File: src/rtl/wb_memtest_if.sv
// Pipelined Wishbone B4 bus between the memory tester (master) and the memory under test (slave).
// Member names carry the master's point of view (o_ = driven by master, i_ = returned by slave).
interface wb_memtest_if #(
  parameter int unsigned AW = 19
);
  logic          o_wb_cyc;
  logic          o_wb_stb;
  logic          o_wb_we;
  logic [AW-1:0] o_wb_addr;
  logic [31:0]   o_wb_data;
  logic [3:0]    o_wb_sel;
  logic          i_wb_ack;
  logic          i_wb_stall;
  logic [31:0]   i_wb_data;

  modport master (
    output o_wb_cyc, o_wb_stb, o_wb_we, o_wb_addr, o_wb_data, o_wb_sel,
    input  i_wb_ack, i_wb_stall, i_wb_data
  );

  modport slave (
    input  o_wb_cyc, o_wb_stb, o_wb_we, o_wb_addr, o_wb_data, o_wb_sel,
    output i_wb_ack, i_wb_stall, i_wb_data
  );
endinterface

File: src/rtl/wb_memtest.sv
// Wishbone memory tester: writes words 0..LAST_ADDR, then reads them back and counts mismatches/timeouts.
// Define MEMTEST_LFSR_EN to use a seeded 32-bit Galois LFSR as the data pattern instead of the address.
module wb_memtest #(
  parameter int unsigned   AW        = 19,
  parameter logic [AW-1:0] LAST_ADDR = {AW{1'b1}},
  parameter int unsigned   GAP       = 2047,
  parameter int unsigned   TIMEOUT   = 255,
  parameter logic [31:0]   SEED      = 32'h1
) (
  input  logic          i_clk,
  input  logic          i_reset,
  input  logic          i_start,
  wb_memtest_if.master  wb,
  output logic          o_busy,
  output logic          o_done,
  output logic          o_pass,
  output logic [15:0]   o_err_count,
  output logic [AW-1:0] o_err_addr,
  output logic [31:0]   o_err_data,
  output logic [7:0]    o_diag
);

  typedef enum logic [2:0] {
    IDLE, WR_REQ, WR_WAIT, GAP_WAIT, RD_REQ, RD_WAIT, DONE
  } state_t;

  localparam logic [31:0] TO_LAST = 32'(TIMEOUT - 1);

  state_t        state_q, state_d;
  logic [AW-1:0] addr_q, addr_d;
  logic          cyc_q, cyc_d;
  logic          stb_q, stb_d;
  logic          we_q, we_d;
  logic          busy_q, busy_d;
  logic          done_q, done_d;
  logic          pass_q, pass_d;
  logic [15:0]   err_count_q, err_count_d;
  logic [AW-1:0] err_addr_q, err_addr_d;
  logic [31:0]   err_data_q, err_data_d;
  logic [7:0]    diag_q, diag_d;
  logic [31:0]   gap_cnt_q, gap_cnt_d;
  logic [31:0]   to_cnt_q, to_cnt_d;
  logic [31:0]   pattern;

  logic ack_ok, timed_out, xfer_end, xfer_err;

  function automatic logic [15:0] sat_inc16(input logic [15:0] v);
    return (v == 16'hFFFF) ? v : v + 16'd1;
  endfunction

`ifdef MEMTEST_LFSR_EN
  localparam logic [31:0] LFSR_TAPS = 32'h80200003;
  logic [31:0] lfsr_q, lfsr_d;

  function automatic logic [31:0] lfsr_step(input logic [31:0] s);
    return (s >> 1) ^ (s[0] ? LFSR_TAPS : 32'h0);
  endfunction

  assign pattern = lfsr_q;
`else
  assign pattern = 32'(addr_q);
`endif

  // An ack only counts while the bus is owned and the request is not being stalled.
  assign ack_ok    = cyc_q && wb.i_wb_ack && !(stb_q && wb.i_wb_stall);
  assign timed_out = cyc_q && !ack_ok && (to_cnt_q == TO_LAST);
  assign xfer_end  = ack_ok || timed_out;
  assign xfer_err  = timed_out || (ack_ok && !we_q && (wb.i_wb_data != pattern));

  always_comb begin
    state_d     = state_q;
    addr_d      = addr_q;
    cyc_d       = cyc_q;
    stb_d       = stb_q;
    we_d        = we_q;
    done_d      = done_q;
    pass_d      = pass_q;
    err_count_d = err_count_q;
    err_addr_d  = err_addr_q;
    err_data_d  = err_data_q;
    diag_d      = diag_q;
    gap_cnt_d   = gap_cnt_q;
    to_cnt_d    = cyc_q ? to_cnt_q + 32'd1 : 32'd0;
`ifdef MEMTEST_LFSR_EN
    lfsr_d      = lfsr_q;
`endif

    if (xfer_err) begin
      err_count_d = sat_inc16(err_count_q);
      if (err_count_q == 16'h0) begin
        err_addr_d = addr_q;
        err_data_d = timed_out ? 32'h0 : wb.i_wb_data;
      end
    end
    if (ack_ok && !we_q) begin
      diag_d = wb.i_wb_data[18:11];
    end

    case (state_q)
      IDLE, DONE: begin
        if (i_start) begin
          state_d     = WR_REQ;
          addr_d      = '0;
          cyc_d       = 1'b1;
          stb_d       = 1'b1;
          we_d        = 1'b1;
          done_d      = 1'b0;
          pass_d      = 1'b0;
          err_count_d = 16'h0;
          err_addr_d  = '0;
          err_data_d  = 32'h0;
`ifdef MEMTEST_LFSR_EN
          lfsr_d      = SEED;
`endif
        end
      end
      WR_REQ, RD_REQ: begin
        // cyc is low here only for the one idle cycle that separates back-to-back writes.
        if (!cyc_q) begin
          cyc_d = 1'b1;
          stb_d = 1'b1;
        end else if (!wb.i_wb_stall) begin
          stb_d   = 1'b0;
          state_d = (state_q == WR_REQ) ? WR_WAIT : RD_WAIT;
        end
      end
      GAP_WAIT: begin
        if (gap_cnt_q + 32'd1 >= GAP) begin
          state_d   = RD_REQ;
          cyc_d     = 1'b1;
          stb_d     = 1'b1;
          gap_cnt_d = 32'd0;
        end else begin
          gap_cnt_d = gap_cnt_q + 32'd1;
        end
      end
      default: ;
    endcase

    // Completion (ack or timeout) overrides whatever the state decoded above.
    if (xfer_end) begin
      cyc_d = 1'b0;
      stb_d = 1'b0;
`ifdef MEMTEST_LFSR_EN
      lfsr_d = lfsr_step(lfsr_q);
`endif
      if (we_q) begin
        if (addr_q == LAST_ADDR) begin
          addr_d    = '0;
          we_d      = 1'b0;
          gap_cnt_d = 32'd0;
          state_d   = GAP_WAIT;
`ifdef MEMTEST_LFSR_EN
          lfsr_d    = SEED;
`endif
        end else begin
          addr_d  = addr_q + AW'(1);
          state_d = WR_REQ;
        end
      end else if (addr_q == LAST_ADDR) begin
        state_d = DONE;
        done_d  = 1'b1;
        pass_d  = (err_count_d == 16'h0);
      end else begin
        addr_d    = addr_q + AW'(1);
        gap_cnt_d = 32'd0;
        state_d   = GAP_WAIT;
      end
    end

    busy_d = (state_d != IDLE) && (state_d != DONE);
  end

  always_ff @(posedge i_clk or posedge i_reset) begin
    if (i_reset) begin
      state_q     <= IDLE;
      addr_q      <= '0;
      cyc_q       <= 1'b0;
      stb_q       <= 1'b0;
      we_q        <= 1'b0;
      busy_q      <= 1'b0;
      done_q      <= 1'b0;
      pass_q      <= 1'b0;
      err_count_q <= 16'h0;
      err_addr_q  <= '0;
      err_data_q  <= 32'h0;
      diag_q      <= 8'h0;
      gap_cnt_q   <= 32'd0;
      to_cnt_q    <= 32'd0;
`ifdef MEMTEST_LFSR_EN
      lfsr_q      <= 32'h0;
`endif
    end else begin
      state_q     <= state_d;
      addr_q      <= addr_d;
      cyc_q       <= cyc_d;
      stb_q       <= stb_d;
      we_q        <= we_d;
      busy_q      <= busy_d;
      done_q      <= done_d;
      pass_q      <= pass_d;
      err_count_q <= err_count_d;
      err_addr_q  <= err_addr_d;
      err_data_q  <= err_data_d;
      diag_q      <= diag_d;
      gap_cnt_q   <= gap_cnt_d;
      to_cnt_q    <= to_cnt_d;
`ifdef MEMTEST_LFSR_EN
      lfsr_q      <= lfsr_d;
`endif
    end
  end

  assign wb.o_wb_cyc  = cyc_q;
  assign wb.o_wb_stb  = stb_q;
  assign wb.o_wb_we   = we_q;
  assign wb.o_wb_addr = addr_q;
  assign wb.o_wb_data = pattern;
  assign wb.o_wb_sel  = 4'hF;

  assign o_busy      = busy_q;
  assign o_done      = done_q;
  assign o_pass      = pass_q;
  assign o_err_count = err_count_q;
  assign o_err_addr  = err_addr_q;
  assign o_err_data  = err_data_q;
  assign o_diag      = diag_q;

endmodule

File: src/flat_wrapper.sv
// flat-port wrapper written by rule: the top's interface ports become plain ports
module wb_memtest_flat 
#(
  parameter int unsigned   AW        = 19,
  parameter logic [AW-1:0] LAST_ADDR = {AW{1'b1}},
  parameter int unsigned   GAP       = 2047,
  parameter int unsigned   TIMEOUT   = 255,
  parameter logic [31:0]   SEED      = 32'h1
)
  (i_clk, i_reset, i_start, o_busy, o_done, o_pass, o_err_count, o_err_addr, o_err_data, o_diag, wb_o_wb_cyc, wb_o_wb_stb, wb_o_wb_we, wb_o_wb_addr, wb_o_wb_data, wb_o_wb_sel, wb_i_wb_ack, wb_i_wb_stall, wb_i_wb_data);
  wb_memtest_if #(.AW(AW)) wb_i ();
  input  logic i_clk;
  input  logic i_reset;
  input  logic i_start;
  output logic o_busy;
  output logic o_done;
  output logic o_pass;
  output logic [15:0] o_err_count;
  output logic [AW-1:0] o_err_addr;
  output logic [31:0] o_err_data;
  output logic [7:0] o_diag;
  output wire logic [$bits(wb_i.o_wb_cyc)-1:0] wb_o_wb_cyc;
  output wire logic [$bits(wb_i.o_wb_stb)-1:0] wb_o_wb_stb;
  output wire logic [$bits(wb_i.o_wb_we)-1:0] wb_o_wb_we;
  output wire logic [$bits(wb_i.o_wb_addr)-1:0] wb_o_wb_addr;
  output wire logic [$bits(wb_i.o_wb_data)-1:0] wb_o_wb_data;
  output wire logic [$bits(wb_i.o_wb_sel)-1:0] wb_o_wb_sel;
  input wire logic [$bits(wb_i.i_wb_ack)-1:0] wb_i_wb_ack;
  input wire logic [$bits(wb_i.i_wb_stall)-1:0] wb_i_wb_stall;
  input wire logic [$bits(wb_i.i_wb_data)-1:0] wb_i_wb_data;
  assign wb_o_wb_cyc = wb_i.o_wb_cyc;
  assign wb_o_wb_stb = wb_i.o_wb_stb;
  assign wb_o_wb_we = wb_i.o_wb_we;
  assign wb_o_wb_addr = wb_i.o_wb_addr;
  assign wb_o_wb_data = wb_i.o_wb_data;
  assign wb_o_wb_sel = wb_i.o_wb_sel;
  assign wb_i.i_wb_ack = wb_i_wb_ack;
  assign wb_i.i_wb_stall = wb_i_wb_stall;
  assign wb_i.i_wb_data = wb_i_wb_data;
  wb_memtest #(.AW(AW), .LAST_ADDR(LAST_ADDR), .GAP(GAP), .TIMEOUT(TIMEOUT), .SEED(SEED)) u_core (.i_clk(i_clk), .i_reset(i_reset), .i_start(i_start), .wb(wb_i), .o_busy(o_busy), .o_done(o_done), .o_pass(o_pass), .o_err_count(o_err_count), .o_err_addr(o_err_addr), .o_err_data(o_err_data), .o_diag(o_diag));
endmodule
File: config.mk
export PLATFORM = sky130hd
export DESIGN_NAME = wb_memtest_flat
export DESIGN_NICKNAME = d
export VERILOG_FILES = /design/src/rtl/wb_memtest_if.sv /design/src/rtl/wb_memtest.sv /design/src/flat_wrapper.sv
export SDC_FILE = /design/constraint.sdc
export NUM_CORES = 1
export LEC_CHECK = 0
export ABC_AREA = 1
export ABC_CLOCK_PERIOD_IN_PS = 7400
export BUFFER_PORTS_ARGS = -buffer_cell sky130_fd_sc_hd__buf_2
export CAP_MARGIN = 10
export CORE_MARGIN = 2
export CORE_UTILIZATION = 40
export CTS_BUF_LIST = sky130_fd_sc_hd__clkbuf_4 sky130_fd_sc_hd__clkbuf_8 sky130_fd_sc_hd__clkbuf_16
export DETAILED_ROUTE_END_ITERATION = 10
export HOLD_SLACK_MARGIN = 0.05
export RECOVER_POWER = 50
export SYNTH_ARGS = -nofsm -noshare
export SYNTH_HDL_FRONTEND = slang
export SYNTH_SLANG_ARGS = --single-unit
export TNS_END_PERCENT = 100
File: constraint.sdc
create_clock -name i_clk -period 7.4 [get_ports i_clk]
set_clock_uncertainty 0.1 [all_clocks]
set_input_delay 0.74 -clock i_clk [delete_from_list [all_inputs] [get_ports i_clk]]
set_output_delay 0.74 -clock i_clk [all_outputs]
set_load 0.01 [all_outputs]
# Word level (Yosys, flattened, before mapping)
# Cells that the tools add are included.
[totals]
register_bits = 167
input_bits = 37
out_inout_bits = 136
word_cells = 112
[classes]
add_sub_neg = 4
order_cmp = 1
n_eq_ne = 12
muxes = 59
n_reduce_logical = 22
[ops]
columns = ["operator", "n"]
rows = [
  ["2-to-1 mux 32 bit", 12],
  ["2-to-1 mux 19 bit", 10],
  ["adder 32 x 1 -> 32 bit, second input constant", 2],
  ["2-to-1 mux 16 bit", 4],
  ["equality test 32 x 8 -> 1 bit, second input constant", 1],
  [">= comparator 32 x 11 -> 1 bit, second input constant", 1],
  ["zero test 16 bit", 2],
  ["inequality test 32 x 19 -> 1 bit", 1],
  ["2-to-1 mux 3 bit", 8],
  ["2-to-1 mux 1 bit", 21],
  ["adder 19 x 1 -> 19 bit, second input constant", 1],
  ["equality test 19 bit, second input constant", 1],
  ["adder 16 x 1 -> 16 bit, second input constant", 1],
  ["equality test 16 bit, second input constant", 1],
  ["one-hot mux 3 bit (3 select lines)", 1],
  ["logical AND 1 bit", 8],
  ["equality test 3 bit, second input constant", 2],
  ["one-hot mux 1 bit (3 select lines)", 2],
  ["inequality test 4 bit, second input constant", 1],
  ["AND reduction 4 bit", 1],
  ["nonzero test 4 bit", 1],
  ["OR reduction 2 bit", 2],
  ["equality test 3 x 1 -> 1 bit, second input constant", 1],
  ["equality test 3 x 2 -> 1 bit, second input constant", 1],
  ["other kinds (9)", 12],
]

# Logic depth before layout (Yosys ltp)
# Gate-level depths: netlist (run 1).
[logic_depth]
ltp_word = 14
ltp_mapped = 19

# Least setup slack after synthesis (run 1)
# Ideal clock, no wire load.
[synth_timing]
path_type = "register to register"
start = "register u_core.addr_q[0], in the netlist u_core.wb.o_wb_addr[0]"
end = "register u_core.addr_q[9], in the netlist u_core.wb.o_wb_addr[9]"
setup_time_ps = 130
t_arrival_ps = 2133
required_time_ps = 7170
setup_slack_ps = 5036
stages_incl_launch_ff = 14
path_buffers = 1
synth_period_minus_slack_ps = 2364
path_cell_list = "dfrtp_1 > ha_1 > nand2_1 > nor2_4 > nand3_1 > nor2_2 > nand2_1 > nor2_1 > nand4_1 > nor2_1 > nand3_1 > nand2_1 > buf_4 > o22ai_1"
[synth_via]
elab_chain_len = 4
[synth_lines]
columns = ["element", "line", "text"]
rows = [
  ["from (decl)", "wb_memtest.sv:30", "logic [AW-1:0] addr_q, addr_d;"],
  ["from (signal assigned)", "wb_memtest.sv:195", "addr_q <= addr_d;"],
  ["adder 19 x 1 -> 19 bit or equality test 19 bit (tied branches)", "n/a", ""],
  ["2-to-1 mux 19 bit (on tied branches)", "wb_memtest.sv:160, wb_memtest.sv:148", ""],
  ["2-to-1 mux 19 bit *", "wb_memtest.sv:147", "if (we_q) begin"],
  ["2-to-1 mux 19 bit *", "wb_memtest.sv:141", "if (xfer_end) begin"],
  ["named net u_core.addr_d[9]", "wb_memtest.sv:30", ""],
]
# Mark *: on every way through the listed nets, which the timed path passes. The rest lies on a longest branch.
# A chain may end at the register's enable or synchronous reset.

# Final worst setup path (run 1)
[layout_timing]
start = "register u_core.cyc_q, in the netlist u_core.wb.o_wb_cyc"
end = "register u_core.err_data_q[11], in the netlist u_core.o_err_data[11]"
[layout_via]
elab_chain_len = 10
[layout_lines]
columns = ["element", "line", "text"]
rows = [
  ["from (decl)", "wb_memtest.sv:31", "logic cyc_q, cyc_d;"],
  ["from (signal assigned)", "wb_memtest.sv:196", "cyc_q <= cyc_d;"],
  ["logical AND 1 bit (2 in a row)", "wb_memtest.sv:65", "assign ack_ok = cyc_q && wb.i_wb_ack && !(stb_q && wb.i_wb_stall);"],
  ["zero test 1 bit", "wb_memtest.sv:66", "assign timed_out = cyc_q && !ack_ok && (to_cnt_q == TO_LAST);"],
  ["logical AND 1 bit (2 in a row)", "wb_memtest.sv:66", ""],
  ["2-to-1 mux 32 bit", "wb_memtest.sv:92", "err_data_d = timed_out ? 32'h0 : wb.i_wb_data;"],
  ["2-to-1 mux 32 bit", "wb_memtest.sv:90", "if (err_count_q == 16'h0) begin"],
  ["2-to-1 mux 32 bit *", "wb_memtest.sv:88", "if (xfer_err) begin"],
  ["2-to-1 mux 32 bit", "wb_memtest.sv:101", "if (i_start) begin"],
  ["2-to-1 mux 32 bit *", "wb_memtest.sv:99", "case (state_q)"],
  ["named net u_core.err_data_d[11]", "wb_memtest.sv:39", "logic [31:0] err_data_q, err_data_d;"],
  ["to (signal assigned)", "wb_memtest.sv:204", "err_data_q <= err_data_d;"],
  ["to (decl)", "wb_memtest.sv:39", ""],
]
# Marks and branches as above.

==> flow_metrics.tcl, run 1 <==
set metrics [dict create \
    grt.overflow.total 0 \
    seqCellArea_um2 4179 \
    initial_utilization 0.4079 \
    die_w_um 161.5 \
    synthMuxAreaShare 0.001135 \
    synth_seq_cells 167 \
    post-route-period-util 0.6395 \
    r2r_start "u_core.wb.o_wb_cyc$_DFFE_PP0P_" \
    r2r_setup_slack_ns 2.67 \
    sw_frac_of_total 0.4004 \
    grt_pass1_wl_mm 45.75 \
    ys_async_sr_fraction 1.000 \
    synth-edff-count 0 \
    hold_path_end "u_core.to_cnt_q[0]$_DFF_PP0_" \
    crit_buf_inv 3 \
    design_area_um2 11240 \
    cts.repair.resized 0 \
    cts_tree "built" \
    rsz0062_at_grt "false" \
    antenna_found_initial 0 \
    p_int_uw 1730 \
    synth.distinct_cells 54 \
    clock_sinks 167 \
    die_area_um2 26080 \
    power_frac_comb 0.279 \
    synth_top_area_share 0.4212 \
    root_buffer "clkbuf_16" \
    postSynthCellCount 1320 \
    relSlewSlack -1.870 \
    ys_warn_count 0 \
    drv_slew 96 \
    cp_slowest_cell "clkbuf_1" \
    min_from "u_core.to_cnt_q[0]$_DFF_PP0_" \
    ctsHoldBuffers 0 \
    critPathKind "register to register" \
    htreeDepth 4 \
    post_cts_buffers 0 \
    rr_endpoint "u_core.o_err_data[11]$_DFF_PP0_" \
    cts_buffers 17 \
    p_leak_uw 0.005238 \
    violations "capacitance limit, slew limit" \
    fin_setup_tns_ns 0 \
    synth.avg_cell_area_um2 7.516 \
    synth-compound-area-share 0.1308 \
    core.rowCount 57 \
    grtUsageTotal 0.2181 \
    r2r_cells 10 \
    yosys.area_share.simple 0.3045 \
    boundaryPins 173 \
    fin_nets 1485 \
    hold-worst-slack_ns 0.3677 \
    dp_cells 1746 \
    holdPathStages 1 \
    post-route-min-period_ns 4.733 \
    hp-class "register to register" \
    placed_area_um2 10760 \
    place.gp.congestion 0.9003 \
    arrival_ns 4.99 \
    cp_max_fo 83 \
    dpl.hpwl_mm 20.23 \
    yosysTopAreaCell "dfrtp_1" \
    end_kind "register" \
    wl_mm 27.92 \
    cts.path.max_buffers 2 \
    critPathMaxStageDelay_ns 0.82 \
    grt_max_degree 96 \
    synth_flop_cell "dfrtp_1" \
    worstMarginPinSlew_ns 4.281 \
    maxCapViolCount 1 \
    drc 0 \
    firstDrtPassIters 5 \
    port_buffers 155 \
    viasPerCell 5.123 \
    synth_top_family_by_area "simple AND/OR/NAND/NOR gates" \
    p_seq_frac 0.394 \
    synth-xor-area-share 0.02649 \
    path_cells "clkbuf_1 -> nand3_1 -> nor2_1 -> clkbuf_1 -> nand2_1 -> nand2_2 -> nor4b_4 -> buf_4 -> nor2_1 -> a211oi_2" \
    layout.cells.non_filler 1778 \
    clock_power_share 0.327 \
    fmax_mhz 211.3 \
    ant_nets 0 \
    n_antenna_cell 0 \
    synth.area.top_cells "dfrtp_1, nand2_1, nor2_1" \
    multiInputGateArea_um2 4750 \
    route.vias.total 9108 \
    fillers 2509 \
    hold_viol_final 0 \
    area_growth_pct 13.28 \
    setup_violations 0 \
    worstSetupStartpointType "register" \
    grt_pass1_vias 8668 \
    power_density_nw_per_um2 256.8 \
    coreArea_um2 24320 \
    wl_per_cell_um 15.70 \
    path_clk_slew_ns 0.08 \
    ir_worst_vdd_uv 143.2 \
    required_ns 7.65 \
    ys_seq_area_frac 0.4212 \
    crit_family "buffers and inverters" \
    die_y_um 161.5 \
    p_switching_uw 1155 \
    synth_area_um2 9921 \
    status "finished with violations" \
    drtIter0Drc 633 \
    drive_gt1_frac 0.09766 \
    clk_latency_ns 0.45 \
    synthAdderAreaFrac 0.008828 \
]
## sequential cells by signal, indices dropped and copies added (netlist names)
signal,flops
u_core.o_err_count,16
u_core.o_busy,1
u_core.o_err_addr,19
u_core.wb.o_wb_we,1
u_core.wb.o_wb_addr,19
u_core.wb.o_wb_stb,1
u_core.o_diag,8
u_core.gap_cnt_q,32
u_core.o_pass,1
u_core.wb.o_wb_cyc,1
u_core.o_done,1
u_core.o_err_data,32
u_core.state_q,3
u_core.to_cnt_q,32
## layout by cell type (no fill, tap or decap), drive strengths merged, types with 40 or more instances in the layout
cell type / n
nand3: 94
dfrtp: 167
inv: 164
nor3: 40
nor2: 188
o21ai: 54
nand2: 312
clkbuf: 128
buf: 49
a21oi: 62
## cells by family (layout without fill, tap and decap cells)
group / count (synthesis) / after routing
multiplexers: 1 / 1
buffers and inverters: 233 / 352
AO/OA/AOI/OAI: 200 / 200
adder cells (fa/ha/maj): 7 / 7
flip-flops: 167 / 167
XOR/XNOR: 30 / 30
other: 2 / 17
AND/OR/NAND/NOR: 680 / 680
## area by class of cell
type,instances,share of cell area
clock inverters,15,0.01837
multi-input cells,935,0.4226
repair buffers,160,0.05956
inverters,160,0.05366
flip-flops and latches,167,0.3719
clock buffers,17,0.03785
well taps,324,0.03607
## synth_stat cells, types with 10 or more instances
cell,number
nand4_1,20
a211oi_2,20
clkbuf_1,17
buf_4,41
o21ai_0,47
buf_2,14
xor2_1,21
nor4_1,12
nand2_1,304
o21a_1,10
nor3_1,38
o22ai_1,14
nand3_1,92
inv_1,152
dfrtp_1,167
a21oi_1,62
a211oi_1,15
nor2_1,174
## per-stage QoR
stage | setup WS (ns) | power [uW] | util
2_1_floorplan | 2.042 | 1729 | -
5_1_grt | 2.104 | 3059 | 0.4621
4_1_cts | 3.137 | 2928 | 0.4685
3_5_place_dp | 3.104 | 1973 | 0.4425
3_3_place_gp | 3.188 | 1968 | 0.4425
6_report | 2.667 | 2886 | 0.4621
## how the worst max path moves through the flow
stage                                    from                               to  slack, ns  cells after the start
2_1_floorplan                         i_reset    u_core.gap_cnt_q[0]$_DFF_PP0_       2.04                      1
3_3_place_gp                    wb_i_wb_stall   u_core.o_err_data[9]$_DFF_PP0_       3.19                     11
3_5_place_dp                    wb_i_wb_stall  u_core.o_err_data[12]$_DFF_PP0_       3.10                     11
4_1_cts         u_core.to_cnt_q[22]$_DFF_PP0_  u_core.o_err_data[12]$_DFF_PP0_       3.14                      9
5_1_grt        u_core.wb.o_wb_cyc$_DFFE_PP0P_  u_core.o_err_data[23]$_DFF_PP0_       2.10                     10
6_report       u_core.wb.o_wb_cyc$_DFFE_PP0P_  u_core.o_err_data[11]$_DFF_PP0_       2.67                     10
## power groups by stage
stage / logic (uW) / registers [uW] / clock network (uW)
4_1_cts: 827 / 1130 / 968
2_1_floorplan: 590 / 1140 / 0
3_3_place_gp: 817 / 1150 / 0
5_1_grt: 907 / 1150 / 1000
6_report: 805 / 1140 / 943
3_5_place_dp: 823 / 1150 / 0
## layer usage
metal / global-route usage / share of wire / vias up
li1: - / - / 4522
met1: 0.3079 / 0.47 / 4341
met2: 0.3454 / 0.47 / 211
met3: 0.03107 / 0.041 / 34
met4: 0.07224 / 0.021 / 0
met5: 0 / 0 / -
(Power assumes the default switching activity.)
==> run 2, diff against run 1 <==
Settings changed: ABC_AREA 1 to 0, ABC_CLOCK_PERIOD_IN_PS 7400 to 4200.
Clock period 7.4 ns to 4.2 ns, I/O delays scaled along.
==> run 2 against run 1 <==
Compared with the run above: critical endpoint is now u_core.gap_cnt_q[2]$_DFF_PP0_; critical path type unchanged; wire length decreased by 14%; maximum frequency up 36%; core utilization is essentially flat; setup slack got worse by 1.9 ns; first-iteration DRC count decreased by 19%; the flow still finishes with violations (capacitance limit, slew limit); synthesized area fell by 6.5%; die area shrank 6.4%; flip-flop and latch count did not move.
==> flow_metrics.tcl, run 2 <==
set metrics [dict create \
    design_area_um2 10500 \
    initial_utilization 0.4083 \
    grt_max_degree 125 \
    ys_seq_area_frac 0.4507 \
    synth_seq_cells 167 \
    cp_max_fo 12 \
    rsz0062_at_grt "false" \
    end_kind "register" \
    cts_buffers 17 \
    post-route-min-period_ns 3.476 \
    path_cells "nand4_4 -> nor4_4 -> mux2_2 -> nor3_1 -> o22ai_1 -> a2111o_1 -> nor2_2 -> buf_4 -> nand4b_1 -> a21oi_1" \
    fin_nets 1200 \
    total_power_uw 5247 \
    firstDrtPassIters 4 \
    root_buffer "clkbuf_16" \
    synth-edff-count 0 \
    postSynthCellCount 1044 \
    boundaryPins 173 \
    synthTopCellsByCount "dfrtp_1, nand2_1, nand3_1" \
    cts.repair.resized 0 \
    post-route-period-util 0.8276 \
    r2r_start "u_core.gap_cnt_q[8]$_DFF_PP0_" \
    place.gp.congestion 0.8745 \
    arrival_ns 3.72 \
    crit_buf_inv 1 \
    min_from "wb_i_wb_data[8]" \
    hold_viol_final 0 \
    synth_area_um2 9273 \
    power_density_nw_per_um2 499.7 \
    ctsHoldBuffers 1 \
    violations "capacitance limit, slew limit" \
    clock_sinks 167 \
    grt.overflow.total 0 \
    cp_slowest_cell "a2111o_1" \
    ir_worst_vdd_uv 301.7 \
    wl_per_cell_um 16.53 \
    die_w_um 156.3 \
    hold_path_end "u_core.o_err_data[8]$_DFF_PP0_" \
    port_buffers 155 \
    hp-class "input pin to register" \
    maxCapViolCount 1 \
    p_leak_uw 0.004463 \
    wl_mm 24.03 \
    grt_pass1_vias 7252 \
    worstMarginPinSlew_ns 1.727 \
    ant_nets 0 \
    cts_tree "built" \
    post_cts_buffers 0 \
    grt_pass1_wl_mm 38.60 \
    fin_setup_tns_ns 0 \
    coreArea_um2 22710 \
    yosysMostFrequentCell "dfrtp_1" \
    r2r_setup_slack_ns 0.72 \
    route.vias.total 7837 \
    path_clk_slew_ns 0.07 \
    ys_async_sr_fraction 1.000 \
    synth_flop_cell "dfrtp_1" \
    status "finished with violations" \
    worstSetupStartpointType "register" \
    yosysTopAreaCell "dfrtp_1" \
    drv_slew 125 \
    final_cell_mix "dfrtp_1, nand2_1, clkbuf_1, nand3_1, a21oi_1" \
    crit_family "simple AND/OR/NAND/NOR gates" \
    cts.path.max_buffers 2 \
    setup_violations 0 \
    r2r_cells 10 \
    die_area_um2 24420 \
    final_common_cell "dfrtp_1" \
    dpl.hpwl_mm 16.69 \
    holdPathStages 3 \
    core.rowCount 55 \
    drive_gt1_frac 0.09581 \
    rr_endpoint "u_core.gap_cnt_q[2]$_DFF_PP0_" \
    synth.distinct_cells 72 \
    viasPerCell 5.390 \
    required_ns 4.45 \
    critPathKind "register to register" \
    htreeDepth 4 \
    clk_latency_ns 0.43 \
    synth_top_area_share 0.4507 \
    antenna_found_initial 0 \
    synth.area.top_cells "dfrtp_1, nand2_1, nand3_1" \
    critPathMaxStageDelay_ns 0.58 \
    relSlewSlack -0.1514 \
    die_y_um 156.3 \
    n_antenna_cell 0 \
    fmax_mhz 287.7 \
    ys_warn_count 0 \
    area_growth_pct 13.25 \
    placed_area_um2 10060 \
    synth.avg_cell_area_um2 8.882 \
    drtIter0Drc 515 \
    drc 0 \
    grtUsageTotal 0.1980 \
]
## run 2: metrics by stage
stage | util | instances | hold WS, ns | worst slack [ns]
after floorplan | - | 1059 | 0.3739 | 1.385
after global placement | 0.4432 | 1421 | 0.3484 | 0.7751
after detailed placement | 0.4432 | 1421 | 0.3571 | 0.7437
after CTS | 0.4705 | 1454 | 0.1299 | 0.7253
after global routing | 0.4624 | 1454 | 0.1295 | 0.3375
final | 0.4624 | 1454 | 0.1456 | 0.7239
## run 2: cells by family (layout without fill, tap and decap cells)
kind of cell,after synthesis,in the layout,synth area share
simple gates,483,483,0.2703
compound gates,193,193,0.1245
flops,167,167,0.4507
buf+inv,111,221,0.06423
xor+xnor,66,66,0.06234
mux,15,15,0.01768
fa+ha+maj,7,7,0.009445
other cells,2,17,0.0008099
## run 2: worst max-delay path by stage
stage | from | endpoint | slack, ns | depth (start not counted)
final | u_core.gap_cnt_q[8]$_DFF_PP0_ | u_core.gap_cnt_q[2]$_DFF_PP0_ | 0.72 | 10
after global routing | u_core.wb.o_wb_addr[0]$_DFF_PP0_ | u_core.gap_cnt_q[12]$_DFF_PP0_ | 0.34 | 10
after CTS | u_core.gap_cnt_q[8]$_DFF_PP0_ | u_core.gap_cnt_q[2]$_DFF_PP0_ | 0.73 | 10
after detailed placement | u_core.gap_cnt_q[8]$_DFF_PP0_ | u_core.o_busy$_DFF_PP0_ | 0.74 | 9
after global placement | u_core.gap_cnt_q[0]$_DFF_PP0_ | u_core.o_busy$_DFF_PP0_ | 0.78 | 10
after floorplan | u_core.gap_cnt_q[10]$_DFF_PP0_ | u_core.o_busy$_DFF_PP0_ | 1.39 | 11
## run 2: final cells by class
type	instances	area [um2]
Clock buffer	17	425.4
Multi-Input combinational cell	781	4561
Timing Repair Buffer	170	721.9
Inverter	19	72.57
Sequential cell	167	4179
Tap cell	285	356.6
Clock inverter	15	185.2
Fill cell	2269	12210
## run 2: where the power goes
part	switching [uW]	total [uW]	leakage, uW	internal [uW]
combinational	935	1460	0.00193	523
clock	723	1630	0.000295	904
sequential	324	2160	0.00224	1840
total	1980	5250	0.00446	3270
## run 2: worst reg2reg max path, stage by stage (launching register included)
cell and delay (ns):
dfrtp_1 0.53, nand4_4 0.17, nor4_4 0.53, mux2_2 0.40, nor3_1 0.14, o22ai_1 0.12
a2111o_1 0.58, nor2_2 0.35, buf_4 0.21, nand4b_1 0.10, a21oi_1 0.18
## run 2: layer usage
layer  part of all wire  GRT usage  vias to the layer above  wire length, um
met1               0.45     0.2736                     3795            10860
met4              0.017    0.05723                        0              410
li1                   -          -                     3819                -
met5                  0          0                        -                0
met2               0.48     0.3151                      193            11560
met3              0.050    0.04099                       30             1205
